`src/rtl/conv_pkg.sv`:
```
`default_nettype none
// +----------------------------------------------------------------------------+
// | Module      : conv_pkg                                                     |
// | Description : Shared state encoding and sizing helper for the 1-D          |
// |               convolution sequencer.                                       |
// | Revision    : 1.0                                                          |
// +----------------------------------------------------------------------------+
package conv_pkg;

    typedef enum logic [2:0] {
        LOAD  = 3'd0,
        CLEAR = 3'd1,
        RUN   = 3'd2,
        DRAIN = 3'd3,
        OUT   = 3'd4
    } seq_state_t;

    // Number of valid (no-padding) output samples for one data set
    function automatic int y_cnt(input int x_len, input int f_len);
        return x_len - f_len + 1;
    endfunction

endpackage
`default_nettype wire

```
`src/rtl/conv_addr_gen.sv`:
```
`default_nettype none
// +----------------------------------------------------------------------------+
// | Module      : conv_addr_gen                                                |
// | Description : Tap counter, X/F read address generation and the one-cycle  |
// |               delayed MAC operand strobe for the RUN phase.                |
// | Revision    : 1.0                                                          |
// +----------------------------------------------------------------------------+
module conv_addr_gen #(
    parameter int F_LEN = 49,
    parameter int XA    = 7,
    parameter int FA    = 6,
    parameter int YA    = 7
) (
    input  logic          clk,
    input  logic          reset,
    input  logic          clear,
    input  logic          run,
    input  logic [YA-1:0] base,
    output logic [XA-1:0] addr_x,
    output logic [FA-1:0] addr_f,
    output logic          mac_valid_in,
    output logic          last
);

    logic [FA-1:0] r_j;
    logic          r_mac_valid_in;

    always_ff @(posedge clk) begin
        if (reset) begin
            r_j            <= '0;
            r_mac_valid_in <= 1'b0;
        end else begin
            // Read data arrives one cycle after the address, so the strobe lags issue
            r_mac_valid_in <= run;
            if (clear || last)
                r_j <= '0;
            else if (run)
                r_j <= r_j + 1'b1;
        end
    end

    assign last         = run && (r_j == FA'(F_LEN - 1));
    assign addr_x       = run ? (XA'(base) + XA'(r_j)) : '0;
    assign addr_f       = run ? r_j : '0;
    assign mac_valid_in = r_mac_valid_in;

endmodule
`default_nettype wire

```
`src/rtl/conv_sequencer.sv`:
```
`default_nettype none
// +----------------------------------------------------------------------------+
// | Module      : conv_sequencer                                               |
// | Description : Loads X/F memories, sequences dot products through the MAC  |
// |               and hands each Y sample downstream with valid/ready.         |
// | Revision    : 1.0                                                          |
// +----------------------------------------------------------------------------+
module conv_sequencer
    import conv_pkg::*;
#(
    parameter int X_LEN = 112,
    parameter int F_LEN = 49,
    localparam int XA    = $clog2(X_LEN),
    localparam int FA    = $clog2(F_LEN),
    localparam int Y_CNT = y_cnt(X_LEN, F_LEN),
    localparam int YA    = $clog2(Y_CNT + 1)
) (
    input  logic          clk,
    input  logic          reset,
    input  logic          x_valid,
    output logic          x_ready,
    input  logic          f_valid,
    output logic          f_ready,
    output logic [XA-1:0] addr_x,
    output logic          wr_en_x,
    output logic [FA-1:0] addr_f,
    output logic          wr_en_f,
    output logic          mac_valid_in,
    output logic          mac_clear,
    input  logic          mac_valid_out,
    output logic          y_valid,
    input  logic          y_ready,
    output logic [YA-1:0] y_index
);

    localparam int XC = $clog2(X_LEN + 1);
    localparam int FC = $clog2(F_LEN + 1);

    seq_state_t    r_state;
    logic [XC-1:0] r_x_cnt;
    logic [FC-1:0] r_f_cnt;
    logic [FC-1:0] r_done_cnt;
    logic [YA-1:0] r_y_index;

    logic          w_load;
    logic          w_run;
    logic          w_x_acc;
    logic          w_f_acc;
    logic          w_last;
    logic [FC-1:0] w_done_next;
    logic [XA-1:0] w_gen_addr_x;
    logic [FA-1:0] w_gen_addr_f;
    logic          w_gen_mvi;

    conv_addr_gen #(
        .F_LEN (F_LEN),
        .XA    (XA),
        .FA    (FA),
        .YA    (YA)
    ) u_addr_gen (
        .clk          (clk),
        .reset        (reset),
        .clear        (r_state == CLEAR),
        .run          (w_run),
        .base         (r_y_index),
        .addr_x       (w_gen_addr_x),
        .addr_f       (w_gen_addr_f),
        .mac_valid_in (w_gen_mvi),
        .last         (w_last)
    );

    // Everything except mac_clear is forced low while reset is held
    assign w_load       = !reset && (r_state == LOAD);
    assign w_run        = !reset && (r_state == RUN);
    assign x_ready      = w_load && (r_x_cnt < XC'(X_LEN));
    assign f_ready      = w_load && (r_f_cnt < FC'(F_LEN));
    assign w_x_acc      = x_valid && x_ready;
    assign w_f_acc      = f_valid && f_ready;
    assign wr_en_x      = w_x_acc;
    assign wr_en_f      = w_f_acc;
    assign addr_x       = w_load ? r_x_cnt[XA-1:0] : w_gen_addr_x;
    assign addr_f       = w_load ? r_f_cnt[FA-1:0] : w_gen_addr_f;
    assign mac_valid_in = !reset && w_gen_mvi;
    assign mac_clear    = reset || (r_state == CLEAR);
    assign y_valid      = !reset && (r_state == OUT);
    assign y_index      = reset ? '0 : r_y_index;
    assign w_done_next  = r_done_cnt + FC'(mac_valid_out);

    always_ff @(posedge clk) begin
        if (reset) begin
            r_state    <= LOAD;
            r_x_cnt    <= '0;
            r_f_cnt    <= '0;
            r_done_cnt <= '0;
            r_y_index  <= '0;
        end else begin
            case (r_state)
                LOAD: begin
                    if (w_x_acc) r_x_cnt <= r_x_cnt + 1'b1;
                    if (w_f_acc) r_f_cnt <= r_f_cnt + 1'b1;
                    if (r_x_cnt == XC'(X_LEN) && r_f_cnt == FC'(F_LEN))
                        r_state <= CLEAR;
                end
                CLEAR: begin
                    r_done_cnt <= '0;
                    r_state    <= RUN;
                end
                RUN: begin
                    // Early products may already retire before the last address issues
                    r_done_cnt <= w_done_next;
                    if (w_last) r_state <= DRAIN;
                end
                DRAIN: begin
                    r_done_cnt <= w_done_next;
                    if (w_done_next == FC'(F_LEN)) r_state <= OUT;
                end
                OUT: begin
                    if (y_ready) begin
                        if (r_y_index == YA'(Y_CNT - 1)) begin
                            r_y_index <= '0;
                            r_x_cnt   <= '0;
                            r_f_cnt   <= '0;
                            r_state   <= LOAD;
                        end else begin
                            r_y_index <= r_y_index + 1'b1;
                            r_state   <= CLEAR;
                        end
                    end
                end
                default: r_state <= LOAD;
            endcase
        end
    end

endmodule
`default_nettype wire

```
`config.mk`:
```
export PLATFORM = sky130hd
export DESIGN_NAME = conv_sequencer
export DESIGN_NICKNAME = d
export VERILOG_FILES = /design/src/rtl/conv_pkg.sv /design/src/rtl/conv_addr_gen.sv /design/src/rtl/conv_sequencer.sv
export SDC_FILE = /design/constraint.sdc
export NUM_CORES = 1
export LEC_CHECK = 0
export ABC_CLOCK_PERIOD_IN_PS = 2100
export BUFFER_PORTS_ARGS = -buffer_cell sky130_fd_sc_hd__buf_2
export CAP_MARGIN = 20
export CORE_MARGIN = 1.5
export CORE_UTILIZATION = 25
export CTS_CLUSTER_DIAMETER = 100
export DETAILED_ROUTE_END_ITERATION = 6
export GPL_TIMING_DRIVEN = 0
export PLACE_DENSITY = 0.4
export SYNTH_ARGS = -nofsm -noshare
export SYNTH_HDL_FRONTEND = slang
export SYNTH_SLANG_ARGS = --single-unit
```
`constraint.sdc`:
```
create_clock -name clk -period 2.1 [get_ports clk]
set_input_delay 0.42 -clock clk [delete_from_list [all_inputs] [get_ports clk]]
set_output_delay 0.42 -clock clk [all_outputs]
set_load 0.01 [all_outputs]
```
=== Yosys cells after proc, flatten, opt, wreduce, memory -nomap -nowiden ===
Cells that the tools add are included.

* Eq/ne operators: 16
* Add/subtract/negate cells: 6
* Bitwise operators: 0
* Multiplexer cells: 21
* Divide/modulo/power cells: 0
* Order comparisons: 2
* Multiply operators: 0
* Shift-type cells: 0
* Reductions and logical operators: 22

{| class="wikitable"
|+ Operators with widths
! operator !! count
|-
| 2-to-1 mux 7 bit || 7
|-
| 2-to-1 mux 6 bit || 5
|-
| one-hot mux 6 bit (2 select lines) || 2
|-
| == test 6 bit (second input constant) || 3
|-
| one-hot mux 3 bit (5 select lines) || 1
|-
| adder 7 x 1 -> 7 bit (second input constant) || 2
|-
| one-hot mux 7 bit (2 select lines) || 1
|-
| adder 6 x 1 -> 6 bit (second input constant) || 2
|-
| 2-to-1 mux 3 bit || 4
|-
| AND reduction 4 bit || 3
|-
| logical AND 1 bit || 10
|-
| != test 2 bit (second input constant) || 4
|-
| adder 7 x 6 -> 7 bit || 1
|-
| == test 7 x 6 -> 1 bit (second input constant) || 1
|-
| == test 7 bit (second input constant) || 1
|-
| less-than comparator 7 bit (second input constant) || 1
|-
| adder 6 x 1 -> 6 bit || 1
|-
| == test 3 x 2 -> 1 bit (second input constant) || 2
|-
| less-than comparator 6 bit (second input constant) || 1
|-
| != test 2 x 1 -> 1 bit (second input constant) || 3
|-
| nonzero test 2 bit || 2
|-
| OR reduction 2 bit || 2
|-
| == test 3 x 1 -> 1 bit (second input constant) || 1
|-
| == test 3 bit (second input constant) || 1
|-
| other kinds (5) || 6
|}

* Bits in writable memories: 0
* Memories: 0
* Bits in read-only memories: 0
* Register bits: 36
* Latch bits: 0
* Input port bits: 6

=== Logic depth before layout (Yosys ltp) ===
Gate-level depths: netlist (run 1).

* Depth in word-level cells: 6
* Gate-level depth with buffers: 9
* Gate-level depth less buffers: 8

=== Cells and area by module ===
From an unflattened synthesis (run 1), not the netlist that was laid out.

* Cells, all modules: 308
* Area total of the unflattened synthesis: 2620.0 um^2

{| class="wikitable"
|+ Modules (own cells, without submodules)
! module !! cells each !! area an instance (um^2) !! times used
|-
| conv_sequencer || 225 || 1925.6 || 1
|-
| conv_addr_gen || 83 || 694.4 || 1
|}

=== Worst setup path before layout (run 1) ===
OpenSTA, ideal clock, no wires.

* Kind: reg-to-output
* From: reg r_y_index[0]
* To: out addr_x[4]
* Stages on the path, launching flop included: 8
* Arrival: 1624 ps
* Required time: 1680 ps
* Path slack: 56 ps
* Cells stage by stage: dfxtp_1 -> ha_1 -> inv_1 -> fa_1 -> nand2b_1 -> nand2_1 -> a211oi_1 -> o31ai_1

* Word-level cells in the longest chain between the ends: 3

{| class="wikitable"
|+ RTL lines
! what !! RTL line !! RTL
|-
| start, declared || conv_sequencer.sv:43 || <nowiki>logic [YA-1:0] r_y_index;</nowiki>
|-
| start signal, assigned || conv_sequencer.sv:125 || <nowiki>r_y_index <= r_y_index + 1'b1;</nowiki>
|-
| adder 7 x 6 -> 7 bit || conv_addr_gen.sv:43 || <nowiki>assign addr_x = run ? (XA'(base) + XA'(r_j)) : '0;</nowiki>
|-
| 2-to-1 mux 7 bit || conv_addr_gen.sv:43 ||
|-
| 2-to-1 mux 7 bit || conv_sequencer.sv:81 || <nowiki>assign addr_x = w_load ? r_x_cnt[XA-1:0] : w_gen_addr_x;</nowiki>
|-
| end, declared || conv_sequencer.sv:24 || <nowiki>output logic [XA-1:0] addr_x,</nowiki>
|}

No other way between the ends.

=== Worst setup path in the final report (run 1) ===
* From: reg r_y_index[0]
* To: out addr_x[2]

The elaborated chain is that of the path after synthesis.

==> out/results.txt, run 1 <==
failing checks -> negative setup slack
CP top delay family -> adder cells
Top FF cell, synth -> dfxtp_1
Initial DRC Count -> 110
area occupied by multi-input gates -> 1530 µm²
Final Hold Slack -> 0.460 ns
Hold Vio Cnt, Final -> 0
hold wc startpoint -> y_ready
xor-xnor portion of the synthesized cell area -> 0.0651
Cell Rows -> 34
Yosys top cell by area -> dfxtp_1
max_slew headroom -> 0.618
RePlAce Congestion -> 0.783
grt ovf -> 0
register bit total from synthesis -> 36
FMAX -> 0.431 GHz
H-tree Lvls -> 2
Ant. Diodes -> 0
via count -> 2133
synth warn -> 0
Die Area -> 9730 µm²
largest net degree at the start of global routing -> 12
number of synthesized flops with an enable pin -> 0
Synth Instances -> 284
Post-Syn Nets -> 307
final wirelength -> 6530 µm
crit-path max FO -> 3
simple-gate area share of the yosys netlist -> 0.265
Skew-Pair Late Insertion Delay -> 0.29 ns
Finished Cell Area -> 2930 µm²
ANT nets after route -> 0
hpwl dp -> 4960 µm
Initial Util -> 0.260
Post-synth ARST share -> 0
Netlist cell types -> 55
most common cell after layout, fill and taps aside -> nor2_1
Top Ports -> 33
WL/cell -> 14.8 µm
first-pass GRT wire length -> 10600 µm
PwrDens -> 571 nW/µm²
worst r2r dst -> r_f_cnt[3]
fillcell total -> 933
Hold EP -> r_state[2]
WS Path Type -> reg2out
Compound-Gate Fraction of Synth Area -> 0.189
Worst Clk Skew -> 0.0103 ns
critical path endpoint category -> output pin
outcome -> finished, violations left
Worst VDD drop -> 0.265 mV
flop-to-flop setup slack -> 0.13 ns
worst slew pin tran -> 0.570 ns
commonest non-fill, non-tap cells in the layout -> 37 x nor2_1, 33 x buf_2, 24 x dfxtp_1
core footprint -> 8810 µm²
FF+latch area -> 743 µm²
Crit path arrival time -> 1.90 ns
dpl cells -> 423
syn avg cell area -> 8.05 µm²
largest family of logic cells by synthesized area -> simple AND/OR/NAND/NOR gates
CTS clock-pin slew for the worst setup and hold paths -> 0.07 ns
HP Class -> in2reg
Die H -> 98.6 µm
clk sinks -> 36
placed cell area -> 2580 µm²
GRT Util Overall -> 0.140
Synth top area share -> 0.315
leakage power -> 1.21 nW
crit path launch type -> flop
Final Net Count -> 354
Remaining DRCs -> 0
setup repair after global routing missed its margin -> yes
launch point of the worst reg-to-reg path -> r_y_index[0]
TritonCTS clock tree -> built
via/cell ratio -> 4.85
root buffer cell -> clkbuf_8
vias in the first global route -> 2000
initial antenna violation count -> 0
mux cell area share after synthesis -> 0.00930
port bufs -> 31
max cap viols -> 0
Post-Synth Adder-Cell Area -> 0.0963
Netlist Area Pre-Place -> 2290 µm²
crit share post-route -> 1.10
CTS buffer count -> 5
CP bufs+invs -> 4
Final Non-Filler Cells -> 440
hold path depth -> 3
top cells by area, synth -> dfxtp_1 32%, ha_1 8.8%, nor2_1 6.2%
critical path's slowest cell -> dfxtp_4
worst path cell trace -> ha_4, inv_2, fa_2, nand2b_4, buf_4, buf_6, a32o_1, buf_2
chip width -> 98.6 µm
CP required -> 1.68 ns
Max Slew Vio Count -> 0
# setup viols final -> 5
final setup TNS -> -0.751 ns
drt pass-1 iters -> 6
sequential fraction of the synthesis area -> 0.315
layout cell share with drive strength beyond 1 -> 0.286
Period minus WS final -> 2.32 ns
CP peak stage delay -> 0.37 ns
Max Root-Sink Buffers -> 2
setup slack after layout -> -0.219 ns
FF-to-FF path depth -> 9
synth-to-layout area growth -> 28.0%
## routing by layer
layer  GRT usage  share of wire  wire length (µm)  up-vias
met1       0.194           0.50              3300     1007
met3      0.0298          0.029               189        8
li1            -              -                 -     1087
met5           0              0                 0        -
met4      0.0451          0.015                95        0
met2       0.217           0.45              2950       31
## repair_timing
action                                  CTS  global route
hold buffers                              0             0
endpoints found under the setup margin   15            28
gates resized for setup                  34            18
gates cloned                              0             0
pin swaps                                 6             5
setup buffers                             8             1
## report_power, final
group / switching [mW] / total [mW] / internal, mW
sequential: 0.0187 / 0.717 / 0.698
combinational: 0.160 / 0.267 / 0.107
clock: 0.267 / 0.686 / 0.419
total: 0.445 / 1.67 / 1.22
## tightest hold or removal path, cell delays in order
cell and delay (ns):
buf_2 0.11, nand2b_1 0.10, o21ai_0 0.07
## cell families (layout without fill, tap and decap cells)
kind of cell | count (synthesis) | count (layout)
fa+ha+maj | 17 | 17
flops | 36 | 36
compound gates | 67 | 67
xor+xnor | 17 | 17
mux | 2 | 2
simple gates | 116 | 116
buf+inv | 29 | 77
## cells in the mapped netlist (2+ instances only)
cell type / instances
nand3_1: 8
nand3b_1: 2
nand2_1: 24
o22ai_1: 3
a22o_1: 4
nor2b_1: 7
nor3_1: 7
ha_1: 16
nand4_1: 5
and3_1: 2
or3_1: 5
nor4_1: 2
a31oi_1: 2
a21o_1: 3
buf_4: 2
xor2_1: 12
o21bai_1: 2
buf_2: 3
nor2_1: 38
xnor2_1: 5
clkbuf_1: 7
nand2b_1: 2
dfxtp_1: 36
o31ai_1: 2
o21ai_0: 17
inv_1: 14
buf_6: 2
a22oi_1: 7
a21oi_1: 16
nor3b_1: 4
## how the worst max path moves through the flow
stage,start,endpoint,slack [ns],depth (start not counted)
2_1_floorplan,r_y_index[0],addr_x[4],0.06,7
5_1_grt,r_y_index[0],addr_x[6],-0.32,9
3_3_place_gp,r_y_index[0],addr_x[6],-0.29,9
3_5_place_dp,r_y_index[0],addr_x[6],-0.31,9
6_report,r_y_index[0],addr_x[2],-0.22,8
4_1_cts,r_y_index[0],addr_x[6],-0.29,9
## layout make-up
class                      count  share of cell area
sequential                    36               0.254
inverter                      14              0.0180
tap                          108              0.0462
clock inverter                 1              0.0103
buffer                        15              0.0381
multi-input combinational    219               0.523
clock buffer                   7              0.0329
timing repair buffer          40              0.0774
## metrics by stage
step	utilization	power, mW	worst slack, ns
CTS	0.326	1.68	-0.285
global placement	0.293	0.973	-0.294
finish	0.332	1.67	-0.219
floorplan	-	0.893	0.0556
detailed placement	0.293	0.969	-0.306
global route	0.332	1.77	-0.317
## registers in the layout, summed over array words and instances, names as in the netlist
signal                   count
r_x_cnt                      7
r_y_index                    7
r_done_cnt                   6
r_f_cnt                      6
u_addr_gen.r_j               6
r_state                      3
u_addr_gen.mac_valid_in      1
(Power assumes the default switching activity.)
==> run 2, diff against run 1 <==
--- a/config.mk
+++ b/config.mk
@@ -14,6 +14,7 @@
 export DETAILED_ROUTE_END_ITERATION = 6
 export GPL_TIMING_DRIVEN = 0
 export PLACE_DENSITY = 0.4
+export REMOVE_ABC_BUFFERS = 1
 export SYNTH_ARGS = -nofsm -noshare
 export SYNTH_HDL_FRONTEND = slang
 export SYNTH_SLANG_ARGS = --single-unit
==> run 2 against run 1 <==
Net effect:
- the flow finishes with violations (design-rule violations, negative setup slack)
- global-route usage hardly changed
- final cell count is 0.45% lower
- power is 3.3% lower
- via count is 0.14% higher
- critical path depth is 1 higher
- first-iteration DRC count is 35% lower
- sequential cell count stayed put
- die area stayed put
- combinational power is 2% higher
- largest power group unchanged
- highest routed layer unchanged
==> out/results.txt, run 2 (synthesis results as in run 1) <==
failing checks -> design-rule violations, negative setup slack
Final Net Count -> 352 (-0.56%)
layout cell share with drive strength beyond 1 -> 0.297 (+0.0108)
setup slack after layout -> -0.205 ns (+0.0140 ns)
final setup TNS -> -0.551 ns (+0.200 ns)
fillcell total -> 955 (+2.4%)
crit-path max FO -> 3 (unchanged)
CP bufs+invs -> 2 (-2)
sequential power share -> 0.447 (+0.018)
CTS clock-pin slew for the worst setup and hold paths -> 0.08 ns (about the same)
hold_buf cts -> 0 (unchanged)
max cap viols -> 0 (unchanged)
setup repair after global routing missed its margin -> yes
HP Class -> in2reg
crit path launch type -> flop
Hold EP -> r_state[2]
first-pass GRT wire length -> 10600 µm (-0.13%)
Top Ports -> 33 (unchanged)
max_slew headroom -> 0.603 (-0.0144)
drt pass-1 iters -> 7 (+1)
initial antenna violation count -> 0 (unchanged)
Hold Vio Cnt, Final -> 0 (unchanged)
hpwl dp -> 4560 µm (-8.0%)
Max Slew Vio Count -> 0 (unchanged)
RePlAce Congestion -> 0.773 (-1.3%)
Worst Clk Skew -> 0.0107 ns (+0.000431 ns)
WS Path Type -> reg2out
launch point of the worst reg-to-reg path -> r_state[1]
grt ovf -> 0 (unchanged)
Cell Rows -> 34 (unchanged)
via/cell ratio -> 4.88 (+0.60%)
Pwr Total -> 1.62 mW (-3.3%)
crit share post-route -> 1.10 (-0.00665)
most common cell after layout, fill and taps aside -> nor2_1
hold path depth -> 3 (unchanged)
root buffer cell -> clkbuf_8
Worst VDD drop -> 0.237 mV (-11%)
Die H -> 98.6 µm (unchanged)
critical path endpoint category -> output pin
port bufs -> 32 (+3.2%)
CP peak stage delay -> 0.37 ns (about the same)
Remaining DRCs -> 4 (+4)
flop-to-flop setup slack -> 0.17 ns (+0.04 ns)
PwrDens -> 552 nW/µm² (-3.3%)
commonest non-fill, non-tap cells in the layout -> 37 x nor2_1, 30 x buf_2, 23 x dfxtp_1
Die Area -> 9730 µm² (unchanged)
FMAX -> 0.434 GHz (+0.61%)
dpl cells -> 409 (-3.3%)
final wirelength -> 6400 µm (-1.9%)
vias in the first global route -> 2103 (+5.1%)
Sw Pwr -> 450 µW (+1.0%)
WL/cell -> 14.6 µm (-1.4%)
via count -> 2136 (+0.14%)
core footprint -> 8810 µm² (unchanged)
Skew-Pair Late Insertion Delay -> 0.30 ns (about the same)
Initial Util -> 0.260 (unchanged)
critical path's slowest cell -> dfxtp_4
Top Registers -> r_x_cnt x7, r_y_index x7
H-tree Lvls -> 2 (unchanged)
TritonCTS clock tree -> built
hold wc startpoint -> y_ready
switching share of total power -> 0.279 (+0.0119)
synth-to-layout area growth -> 28.0% (unchanged)
largest net degree at the start of global routing -> 28 (+16)
ANT nets after route -> 0 (unchanged)
CTS buffer count -> 5 (unchanged)
worst r2r dst -> r_x_cnt[5]
Crit path arrival time -> 1.89 ns (about the same)
Period minus WS final -> 2.31 ns (-0.0140 ns)
leakage power -> 1.22 nW (+0.94%)
clock network fraction of design power -> 0.384 (-0.027)
Final Non-Filler Cells -> 438 (-0.45%)
Initial DRC Count -> 71 (-35%)
CP required -> 1.68 ns (about the same)
worst path cell trace -> ha_4, inv_2, fa_2, nand2b_4, a21oi_4, o21ai_2, mux2i_1, nand2_1, buf_2
Ant. Diodes -> 0 (unchanged)
clk sinks -> 36 (unchanged)
GRT Util Overall -> 0.140 (-0.000466)
outcome -> finished, violations left
CP top delay family -> adder cells
Max Root-Sink Buffers -> 2 (unchanged)
worst slew pin tran -> 0.591 ns (+0.0214 ns)
FF-to-FF path depth -> 7 (-2)
# setup viols final -> 4 (-1)
chip width -> 98.6 µm (unchanged)
Pint -> 1.17 mW (-4.8%)
dpl ws -> -0.512 ns (-0.206 ns)
Comb power frac -> 0.169 (+0.009)
-- run 2: cell types whose count changed in the layout (fill, tap and decap cells not counted), sizes merged --
| cell | delta |
|---|---|
| buf | +2 |
| clkinv | +1 |
| inv | -1 |
| clkinvlp | +2 |
| clkbuf | -6 |
-- run 2: what timing repair did --
action	in CTS	in global routing
gates cloned	1	0
endpoints found under the setup margin	36	17
pin swaps	9	6
resized for setup	38	10
setup buffers	17	3
endpoints found under the hold margin	0	0
-- run 2: layout make-up --
| cell class | count | area (µm²) | area share |
|---|---|---|---|
| clock buffer | 6 | 72.6 | 0.0248 |
| clock inverter | 2 | 35.0 | 0.0120 |
| inverter | 14 | 56.3 | 0.0192 |
| multi-input combinational | 219 | 1530 | 0.522 |
| sequential | 36 | 747 | 0.255 |
| tap | 108 | 135 | 0.0462 |
| timing repair buffer | 52 | 344 | 0.118 |
| timing repair inverter | 1 | 7.51 | 0.00257 |
-- run 2: through the flow --
| stage | hold slack, ns | util | area, µm² |
|---|---|---|---|
| 2_1_floorplan | 0.441 | - | 2200 |
| 3_3_place_gp | 0.471 | 0.284 | 2500 |
| 3_5_place_dp | 0.484 | 0.284 | 2500 |
| 4_1_cts | 0.427 | 0.325 | 2860 |
| 5_1_grt | 0.449 | 0.332 | 2930 |
| 6_report | 0.439 | 0.332 | 2930 |
-- run 2: worst register-to-register path, cell delays in order, from the launching register on --
cell and delay [ns]:
dfxtp_4 0.36, buf_12 0.13, nor4_4 0.31, buf_4 0.20, a31oi_2 0.14, nand4bb_1 0.22, or3_1 0.35, a21oi_1 0.14
-- run 2: how the worst max path moves through the flow --
| stage | startpoint | to | slack [ns] | depth (start not counted) |
|---|---|---|---|---|
| finish | r_y_index[0] | addr_x[6] | -0.21 | 9 |
| global route | r_y_index[0] | addr_x[6] | -0.34 | 9 |
| CTS | r_y_index[0] | addr_x[6] | -0.25 | 9 |
| detailed placement | reset | addr_x[6] | -0.51 | 7 |
| global placement | reset | addr_x[6] | -0.54 | 7 |
| floorplan | r_y_index[0] | addr_x[4] | 0.06 | 7 |
-- run 2: layer usage --
| layer | vias to the layer above | wire (µm) | part of all wire | global-route usage |
|---|---|---|---|---|
| li1 | 1089 | - | - | - |
| met1 | 1003 | 3130 | 0.49 | 0.180 |
| met2 | 34 | 2970 | 0.46 | 0.229 |
| met3 | 10 | 181 | 0.028 | 0.0298 |
| met4 | 0 | 129 | 0.020 | 0.0527 |
| met5 | - | 0 | 0 | 0 |
-- run 2: power by group through the flow --
stage          Sequential, mW  Combinational [mW]  Clock [mW]
2_1_floorplan           0.741               0.130           0
3_3_place_gp            0.751               0.206           0
3_5_place_dp            0.751               0.204           0
4_1_cts                 0.732               0.245       0.640
5_1_grt                 0.725               0.305       0.677
6_report                0.722               0.273       0.620
==> run 3, diff against run 2 <==
--- a/config.mk
+++ b/config.mk
@@ -5,7 +5,7 @@
 export SDC_FILE = /design/constraint.sdc
 export NUM_CORES = 1
 export LEC_CHECK = 0
-export ABC_CLOCK_PERIOD_IN_PS = 2100
+export ABC_CLOCK_PERIOD_IN_PS = 2400
 export BUFFER_PORTS_ARGS = -buffer_cell sky130_fd_sc_hd__buf_2
 export CAP_MARGIN = 20
 export CORE_MARGIN = 1.5
@@ -15,6 +15,7 @@
 export GPL_TIMING_DRIVEN = 0
 export PLACE_DENSITY = 0.4
 export REMOVE_ABC_BUFFERS = 1
+export SLEW_MARGIN = 20
 export SYNTH_ARGS = -nofsm -noshare
 export SYNTH_HDL_FRONTEND = slang
 export SYNTH_SLANG_ARGS = --single-unit
==> constraint.sdc (replaced) <==
create_clock -name clk -period 2.4 [get_ports clk]
set_input_delay 0.48 -clock clk [delete_from_list [all_inputs] [get_ports clk]]
set_output_delay 0.48 -clock clk [all_outputs]
set_load 0.01 [all_outputs]
==> run 3 against run 2 <==
Net effect:
- the flow finishes with violations (design-rule violations)
- clock power decreased by 13%
- sequential share of layout area is 1.3 points higher
- utilization is 1.9 points lower
- global-route usage shrank 0.25 points
- combinational power down 28%
- worst setup slack better by 0.24 ns
- sequential cell count is the same
- non-clock buffer count shrank 13
- first-iteration DRC count increased by 34%
- routed wire length decreased by 1.2%
- power shrank 15%
- critical path type unchanged
- critical endpoint unchanged
- highest routed layer unchanged
==> out/results.txt, run 3 (synthesis results as in run 1) <==
outcome -> finished, violations left
failing checks -> design-rule violations
Crit path arrival time -> 1.89 ns (about the same)
commonest non-fill, non-tap cells in the layout -> 38 x nor2_1, 31 x buf_2, 27 x dfxtp_1
max cap viols -> 0 (unchanged)
most common cell after layout, fill and taps aside -> nor2_1
Finished Cell Area -> 2760 µm² (-5.6%)
critical path endpoint category -> output pin
area occupied by multi-input gates -> 1500 µm² (-2.0%)
Hold Vio Cnt, Final -> 0 (unchanged)
Pwr Total -> 1.38 mW (-15%)
Initial Util -> 0.260 (unchanged)
Initial DRC Count -> 95 (+34%)
FF+latch area -> 742 µm² (-0.67%)
Cell Rows -> 34 (unchanged)
crit path launch type -> flop
critical path's slowest cell -> dfxtp_4
CP top delay family -> adder cells
initial antenna violation count -> 0 (unchanged)
WL/cell -> 14.9 µm (+1.9%)
# setup viols final -> 0 (-4)
Period minus WS final -> 2.37 ns
TritonCTS clock tree -> built
dpl cells -> 409 (unchanged)
CTS clock-pin slew for the worst setup and hold paths -> 0.08 ns (about the same)
CP peak stage delay -> 0.37 ns (about the same)
Final Net Count -> 339 (-3.7%)
Max Root-Sink Buffers -> 2 (unchanged)
first-pass GRT wire length -> 10400 µm (-2.0%)
Max Slew Vio Count -> 0 (unchanged)
leakage power -> 1.13 nW (-7.3%)
PwrDens -> 498 nW/µm² (-9.8%)
Skew-Pair Late Insertion Delay -> 0.29 ns (about the same)
Ant. Diodes -> 0 (unchanged)
fillcell total -> 973 (+1.9%)
Die H -> 98.6 µm (unchanged)
critical path depth in cells -> 9 (unchanged)
root buffer cell -> clkbuf_8
FMAX -> 0.422 GHz
Final Non-Filler Cells -> 425 (-3.0%)
Die Area -> 9730 µm² (unchanged)
hold path depth -> 2 (-1)
GRT Util Overall -> 0.137 (-0.00254)
hpwl dp -> 4560 µm (unchanged)
synth-to-layout area growth -> 20.8%
largest net degree at the start of global routing -> 28 (unchanged)
H-tree Lvls -> 2 (unchanged)
WS Path Type -> reg2out
via count -> 2078 (-2.7%)
Top Ports -> 33 (unchanged)
port bufs -> 32 (unchanged)
CTS buffer count -> 5 (unchanged)
ANT nets after route -> 0 (unchanged)
chip width -> 98.6 µm (unchanged)
FF-to-FF path depth -> 5 (-2)
grt ovf -> 0 (unchanged)
CP required -> 1.92 ns (+0.24 ns)
clk sinks -> 36 (unchanged)
crit-path max FO -> 3 (unchanged)
crit share post-route -> 0.987
via/cell ratio -> 4.89 (+0.26%)
drt pass-1 iters -> 7 (unchanged)
setup repair after global routing missed its margin -> yes
worst path cell trace -> ha_4, inv_2, fa_2, nand2b_4, a21oi_4, o21ai_2, mux2i_1, nand2_1, buf_2
Worst Clk Skew -> 0.00975 ns (-0.000998 ns)
Remaining DRCs -> 4 (unchanged)
layout cell share with drive strength beyond 1 -> 0.240 (-0.0572)
vias in the first global route -> 2027 (-3.6%)
core footprint -> 8810 µm² (unchanged)
CP bufs+invs -> 2 (unchanged)
final wirelength -> 6330 µm (-1.2%)
HP Class -> reg2reg
Worst VDD drop -> 0.236 mV (-0.40%)
Top Registers -> r_x_cnt x7, r_y_index x7
RePlAce Congestion -> 0.773 (unchanged)
placed cell area -> 2500 µm² (unchanged)
worst slew pin tran -> 0.663 ns (+0.0716 ns)
max_slew headroom -> 0.557 (-0.0457)
[run 3: changes by cell type in the layout (fill, tap and decap cells not counted), sizes merged]
cell | before | now
buf | 52 | 39
[run 3: layout make-up]
cell class | count | area share
multi-input cells | 219 | 0.542
flip-flops and latches | 36 | 0.269
repair buffers | 39 | 0.0779
well taps | 108 | 0.0489
clock buffers | 6 | 0.0263
inverters | 14 | 0.0204
clock inverters | 2 | 0.0127
repair inverters | 1 | 0.00272
[run 3: worst reg2reg max path, cell delays in order (launching register included)]
cell	delay, ns
dfxtp_2	0.40
nor4bb_4	0.66
and3_1	0.40
nor2_2	0.06
or3_1	0.38
a21oi_1	0.14
[run 3: timing repair]
action                     4_1_cts  5_1_grt
gates resized for setup         21       13
setup endpoints to repair       15       10
pin swaps                        2        5
setup buffers                    5        2
hold buffers                     0        0
gates cloned                     0        1
[run 3: worst paths after layout]
path | startpoint | to | slack (ns)
max reg2reg | r_state[0] | r_f_cnt[5] | 0.28
min reg2reg | r_f_cnt[5] | r_f_cnt[5] | 0.49
min | r_f_cnt[5] | r_f_cnt[5] | 0.49
max | r_y_index[0] | addr_x[6] | 0.03
[run 3: routing by layer]
layer / track usage / share of wire / vias to the layer above
met5: 0 / 0 / -
met4: 0.0473 / 0.012 / 0
met3: 0.0270 / 0.029 / 6
met2: 0.225 / 0.47 / 31
met1: 0.180 / 0.49 / 971
li1: - / - / 1070
[run 3: report_power, final]
group,switching [mW],internal [mW]
clock network,0.230,0.309
logic,0.121,0.0756
registers,0.0308,0.610
total,0.381,0.994
[run 3: through the flow]
stage | utilization | setup WS [ns] | TNS (ns) | hold WS [ns]
2_1_floorplan | - | 0.296 | 0 | 0.441
6_report | 0.314 | 0.0307 | 0 | 0.486
3_3_place_gp | 0.284 | -0.362 | -3.11 | 0.471
3_5_place_dp | 0.284 | -0.332 | -2.85 | 0.484
5_1_grt | 0.314 | -0.105 | -0.218 | 0.510
4_1_cts | 0.308 | -0.0548 | -0.0638 | 0.487
